`config.mk`:
```
export PLATFORM = sky130hd
export DESIGN_NAME = hilo_mul_ctrl
export DESIGN_NICKNAME = d
export VERILOG_FILES = /design/src/rtl/hilo_mul_ctrl.sv
export SDC_FILE = /design/constraint.sdc
export NUM_CORES = 1
export LEC_CHECK = 0
export CAP_MARGIN = 15
export CORE_MARGIN = 10
export CORE_UTILIZATION = 40
export DETAILED_ROUTE_END_ITERATION = 10
export MAX_ROUTING_LAYER = met4
export PLACE_DENSITY = 0.86
export RECOVER_POWER = 100
export SETUP_SLACK_MARGIN = 0.02
export SYNTH_ARGS = -nofsm -noshare
export SYNTH_HDL_FRONTEND = slang
export SYNTH_SLANG_ARGS = --single-unit
```
`constraint.sdc`:
```
create_clock -name clk -period 2.7 [get_ports clk]
set_input_delay 0.54 -clock clk [delete_from_list [all_inputs] [get_ports clk]]
set_output_delay 0.54 -clock clk [all_outputs]
set_load 0.05 [all_outputs]
```
`src/rtl/hilo_mul_ctrl.sv`:
```
// hilo_mul_ctrl: sequences MULTU/MFHI/MFLO/MTHI/MTLO against a fixed-latency shared multiplier
module hilo_mul_ctrl #(
    parameter int         MUL_LATENCY = 32,
    parameter logic [5:0] MULTU_OP    = 6'd25,
    parameter logic [5:0] MFHI_OP     = 6'd16,
    parameter logic [5:0] MTHI_OP     = 6'd17,
    parameter logic [5:0] MFLO_OP     = 6'd18,
    parameter logic [5:0] MTLO_OP     = 6'd19
) (
    input  logic        clk,
    input  logic        reset,
    input  logic        op_valid,
    input  logic [5:0]  op_funct,
    input  logic [31:0] op_a,
    input  logic [31:0] op_b,
    input  logic        flush,
    output logic        stall,
    output logic        rd_valid,
    output logic [31:0] rd_data,
    output logic        busy,
    output logic [31:0] hi,
    output logic [31:0] lo,
    output logic [5:0]  mul_signal,
    output logic [31:0] mul_a,
    output logic [31:0] mul_b,
    input  logic [63:0] mul_product
);
    localparam int CW = $clog2(MUL_LATENCY + 1);
    typedef enum logic [1:0] {IDLE, LOAD, RUN} state_t;
    state_t        state_q;
    logic [CW-1:0] cnt_q;
    logic [31:0]   hi_q, lo_q, mul_a_q, mul_b_q;
    logic [5:0]    mul_signal_q;
    logic          is_mul, is_mfhi, is_mthi, is_mflo, is_mtlo, take;
    always_comb begin
        is_mul   = op_funct == MULTU_OP;
        is_mfhi  = op_funct == MFHI_OP;
        is_mthi  = op_funct == MTHI_OP;
        is_mflo  = op_funct == MFLO_OP;
        is_mtlo  = op_funct == MTLO_OP;
        busy     = state_q != IDLE;
        take     = op_valid & ~busy & ~flush;
        stall    = op_valid & busy & (is_mul | is_mfhi | is_mthi | is_mflo | is_mtlo);
        // reset gating keeps the read port quiet while reset is held low
        rd_valid = take & reset & (is_mfhi | is_mflo);
        rd_data  = rd_valid ? (is_mfhi ? hi_q : lo_q) : '0;
    end
    always_ff @(posedge clk or negedge reset) begin
        if (!reset) begin
            state_q      <= IDLE;
            cnt_q        <= '0;
            hi_q         <= '0;
            lo_q         <= '0;
            mul_a_q      <= '0;
            mul_b_q      <= '0;
            mul_signal_q <= '0;
        end else begin
            mul_signal_q <= '0;
            case (state_q)
                IDLE: begin
                    if (take & is_mul) begin
                        mul_a_q      <= op_a;
                        mul_b_q      <= op_b;
                        mul_signal_q <= MULTU_OP;
                        state_q      <= LOAD;
                    end else if (take & is_mthi) begin
                        hi_q <= op_a;
                    end else if (take & is_mtlo) begin
                        lo_q <= op_a;
                    end
                end
                LOAD: begin
                    state_q <= flush ? IDLE : RUN;
                    cnt_q   <= flush ? '0 : CW'(1);
                end
                RUN: begin
                    if (flush) begin
                        state_q <= IDLE;
                        cnt_q   <= '0;
                    end else if (cnt_q == CW'(MUL_LATENCY)) begin
                        {hi_q, lo_q} <= mul_product;
                        cnt_q        <= '0;
                        state_q      <= IDLE;
                    end else begin
                        cnt_q <= cnt_q + 1'b1;
                    end
                end
                default: state_q <= IDLE;
            endcase
        end
    end
    assign hi         = hi_q;
    assign lo         = lo_q;
    assign mul_a      = mul_a_q;
    assign mul_b      = mul_b_q;
    assign mul_signal = mul_signal_q;
endmodule

```
Yosys cells after proc, flatten, opt, wreduce, memory -nomap -nowiden
Cells that the tools add are included.
{"block": "totals", "register_bits": 142, "latchBits": 0, "ramBits": 0, "mem_bits_ro": 0, "input_bits": 138, "output_inout_bits": 169, "elab_cells": 72, "n_memories": 0}
{"block": "classes", "n_addsub": 1, "mul": 0, "n_div": 0, "order_cmp": 0, "eq_ne": 16, "shift": 0, "n_mux": 24, "bitwise": 16, "reduce_logical": 8}
{"operator": "$mux W32", "count": 11}
{"operator": "$pmux W32 S2", "count": 2}
{"operator": "$eq A6 B5 Y1 const B", "count": 5}
{"operator": "$ne A2 B2 Y1 const B", "count": 7}
{"operator": "$mux W6", "count": 2}
{"operator": "$pmux W6 S2", "count": 1}
{"operator": "$mux W5", "count": 2}
{"operator": "$and A1 B1 Y1", "count": 9}
{"operator": "$mux W2", "count": 4}
{"operator": "$add A6 B1 Y6 const B", "count": 1}
{"operator": "$eq A6 B6 Y1 const B", "count": 1}
{"operator": "$pmux W2 S3", "count": 1}
{"operator": "$reduce_and A6 Y1", "count": 1}
{"operator": "$reduce_bool A2 Y1", "count": 3}
{"operator": "$or A1 B1 Y1", "count": 5}
{"operator": "$reduce_and A5 Y1", "count": 1}
{"operator": "$reduce_and A2 Y1", "count": 2}
{"operator": "$ne A3 B3 Y1 const B", "count": 1}
{"operator": "$eq A2 B1 Y1 const B", "count": 1}
{"operator": "$eq A2 B2 Y1 const B", "count": 1}
{"operator": "$logic_not A2 Y1", "count": 1}
{"operator": "$not A1 Y1", "count": 2}
{"operator": "$mux W1", "count": 1}

Longest topological paths before layout
{"block": "logic_depth", "ltp_word": 9, "ltp_mapped": 9, "ltp_nobuf": 6}

Least setup slack after synthesis
OpenSTA, ideal clock, no wires.
{"block": "synth_timing", "kind": "input port to output port", "from": "input op_funct[2]", "to": "output rd_data[11]", "t_arrival_ns": 2.648, "required_time_ns": 2.160, "setup_slack_ns": -0.488, "path_stages": 6, "n_path_buf": 2, "cell_sequence": "or3b_1 > buf_2 > nor4_1 > clkbuf_1 > nand2_1 > a21oi_1"}
{"block": "synth_via", "elab_chain_len": 4, "elab_cells_between_ends": 6, "classes_between": "2 x eq/ne; 2 x mux; 2 x bitwise"}
{"item": "start, declared", "line": "13", "source": "input logic [5:0] op_funct,"}
{"item": "$eq A6 B5 Y1 (on tied branches)", "line": "37, 39"}
{"item": "$or A1 B1 Y1", "line": "45", "source": "rd_valid = take & reset & (is_mfhi | is_mflo);"}
{"item": "$and A1 B1 Y1", "line": "45"}
{"item": "$mux W32 (*)", "line": "46", "source": "rd_data = rd_valid ? (is_mfhi ? hi_q : lo_q) : '0;"}
{"item": "end, declared", "line": "19", "source": "output logic [31:0] rd_data,"}
Mark *: on every way between the ends. The rest lies on a longest branch, timed or not.

Final worst setup path
{"block": "layout_timing", "from": "input op_funct[5]", "to": "output rd_data[23]"}
Same word-level chain as after synthesis.

==> impl_metrics.env <==
export IMPL_status="finished with violations"
export IMPL_violations="capacitance limit, slew limit, setup timing"
export IMPL_antenna_cells=0
export IMPL_port_buffers=303
export IMPL_cts_max_path_buffers=2
export IMPL_dp_cells=1132
export IMPL_first_iter_violations=401
export IMPL_layout_common_cells="dfrtp_1, clkdlybuf4s50_1, dlygate4sd3_1"
export IMPL_cts_sinks=137
export IMPL_finalPower_mw=12.4
export IMPL_yosysUniqueCellTypes=32
export IMPL_ys_warn_count=0
export IMPL_grt_max_degree=138
export IMPL_power_density_nw_per_um2=1050
export IMPL_die_area_um2=22000
export IMPL_period_needed_ns=2.76
export IMPL_synth_compound_area_frac=0.180
export IMPL_power_share_clock=0.184
export IMPL_clk_latency_ns=0.42
export IMPL_drc=0
export IMPL_cts_tree="done"
export IMPL_rows=46
export IMPL_drive_gt1_frac=0.284
export IMPL_cp_end_kind="primary output"
export IMPL_setup_violations_final=32
export IMPL_switchingPower_mw=6.13
export IMPL_crit_arrival_ns=2.22
export IMPL_place_hpwl_um=19100
export IMPL_rsz0062_at_grt="true"
export IMPL_ir_drop_mv=0.792
export IMPL_hold_buffers=0
export IMPL_drv_slew=138
export IMPL_post_drt_wl_per_cell_um=23.3
export IMPL_fmax_ghz=0.362
export IMPL_vias=6569
export IMPL_final_common_cell="dfrtp_1"
export IMPL_max_cap_violations=1
export IMPL_p_int_mw=6.25
export IMPL_grt_pass1_wl_um=41200
export IMPL_fin_skew_ns=0.00908
export IMPL_synth_avg_cell_area_um2=10.2
export IMPL_switching_share=0.495
export IMPL_synthAdderAreaFrac=0.00950
export IMPL_synth_simple_gate_area_frac=0.129
export IMPL_synth_xor_area_frac=0
export IMPL_ios=307
export IMPL_synth_area_mux_share=0.114
export IMPL_relSlewSlack=-0.276
export IMPL_first_pass_iters=6
export IMPL_final_nets=1095
export IMPL_p_leak_nw=5.06
export IMPL_clockRootBuffer="clkbuf_16"
export IMPL_grt_pass1_vias=7188
export IMPL_share_seq_of_total_power=0.272
export IMPL_routed_wl_um=27600
export IMPL_crit_fanout=8
export IMPL_grt_overflow=0
export IMPL_utilization=0.736
export IMPL_ant_nets=0
export IMPL_synth_top_family_by_area="compound AO/OA/AOI/OAI gates"
export IMPL_antenna_found_initial=0
export IMPL_gp_congestion=0.860
export IMPL_hold_viol=0
export IMPL_synth_area_leaders="dfrtp_1, mux2_2, a41oi_1"
export IMPL_setup_ws_ns=-0.0632
export IMPL_design_area_um2=11800
export IMPL_hp_class="flip-flop to flip-flop"
export IMPL_seq_area_frac_synth=0.520
export IMPL_p_comb_frac=0.544
export IMPL_critPathKind="input pin to primary output"
export IMPL_synth_area_um2=6590
export IMPL_htree_levels=4
export IMPL_core_um2=16000
export IMPL_synth_cells=644
export IMPL_clk_pin_slew_worst_paths_ns=0.06
export IMPL_ys_ff_latch=137
export IMPL_placed_area_um2=10600
export IMPL_fin_crit_sh=1.02
export IMPL_grt_total_usage=0.246
export IMPL_via_per_inst=5.56
export IMPL_die_height_um=148
export IMPL_final_cells=1181
export IMPL_start_kind="input pin"
export IMPL_cts_made_buffers=17
export IMPL_syn_to_final_growth_pct=78.7
export IMPL_cp_required_ns=2.16
export IMPL_synth_top_cell_by_area="dfrtp_1"
export IMPL_synth_top_cell_area_share=0.520
export IMPL_start_util=0.412
export IMPL_die_w_um=148
export IMPL_fill_cells=1068
export IMPL_tightest_slew_ns=1.91
==> critical path, cell delays in order <==
cell     delay, ns
buf_6         0.09
or3b_4        0.40
buf_6         0.13
nor4_4        0.25
buf_6         0.19
buf_16        0.17
nand2_1       0.11
a21oi_4       0.17
buf_12        0.15
==> cells in the mapped netlist (all sizes together) <==
| cell type | n |
|---|---|
| or3 | 1 |
| nor3b | 1 |
| a41oi | 64 |
| clkbuf | 41 |
| a21o | 2 |
| a21oi | 101 |
| mux2i | 2 |
| o41ai | 2 |
| mux2 | 65 |
| dfrtp | 137 |
| nor3 | 1 |
| buf | 21 |
| nand4b | 1 |
| nand3b | 2 |
| nand2 | 130 |
| o22ai | 3 |
| ha | 5 |
| conb | 1 |
| nor2 | 2 |
| o21ai | 6 |
| and3 | 2 |
| inv | 8 |
| or3b | 1 |
| nor4 | 2 |
| or4 | 1 |
| nand3 | 4 |
| nor2b | 2 |
| nor4bb | 1 |
| nand2b | 35 |
==> final timing paths <==
check | slack, ns | startpoint | cells after the start | end
setup / recovery | -0.06 | op_funct[5] | 9 | rd_data[23]
setup reg to reg | 0.19 | state_q[1] | 8 | mul_b[31]
hold reg to reg | 0.50 | mul_b[19] | 1 | mul_b[19]
hold / removal | 0.50 | mul_b[19] | 1 | mul_b[19]
min in group asynchronous | 0.91 | reset | 2 | mul_b[3]
max in group asynchronous | 0.59 | reset | 2 | lo[14]
==> logic make-up (layout without fill, tap and decap cells) <==
logic type,after synthesis,in the layout
AND/OR/NAND/NOR,186,186
multiplexers,67,67
AO/OA/AOI/OAI,178,178
buffers and inverters,70,389
other,1,3
adder cells (fa/ha/maj),5,5
flip-flops,137,137
==> final cells by class <==
cell class                      count  area (µm²)  share of cell area
Timing Repair Buffer              349        3910               0.332
Tap cell                          216         270              0.0230
Multi-Input combinational cell    439        3550               0.302
Clock inverter                     15         151              0.0129
Clock buffer                       17         425              0.0361
Inverter                            8        30.0             0.00255
Sequential cell                   137        3430               0.291
==> sequential cells by signal (all words and copies together) (netlist names) <==
name        flops
mul_a          32
state_q         2
mul_b          32
mul_signal      1
lo             32
cnt_q           6
hi             32
==> repair_timing <==
item	in CTS	in global routing
setup buffers	10	2
endpoints found under the hold margin	0	0
pin swaps	24	26
endpoints found under the setup margin	34	33
gates resized for setup	69	58
gates cloned	5	2
==> metrics by stage <==
step	TNS (ns)	hold WS, ns	setup slack [ns]
2_1_floorplan	-1.67	0.244	-0.125
3_3_place_gp	-19.78	0.487	-0.313
3_5_place_dp	-25.69	0.496	-0.366
4_1_cts	-2.37	0.311	-0.0976
5_1_grt	-2.23	0.507	-0.0934
6_report	-0.797	0.502	-0.0632
==> metal layers <==
metal  GRT usage  share of wire  vias to the layer above  wire length, µm
met3      0.0683          0.086                       58             2380
met4       0.106          0.038                        0             1060
met1       0.256           0.36                     3243             9990
met5           -              0                        -                0
li1            -              -                     2944                -
met2       0.428           0.51                      324            14100
==> power by group through the flow <==
stage,Combinational [mW],Clock (mW),Sequential (mW)
after floorplan,2.48,0,5.06
after global placement,6.59,0,3.25
after detailed placement,6.78,0,3.27
after CTS,6.91,2.32,3.30
after global routing,7.18,2.42,3.44
final,6.73,2.28,3.36
Power figures use the tool's default switching activity.
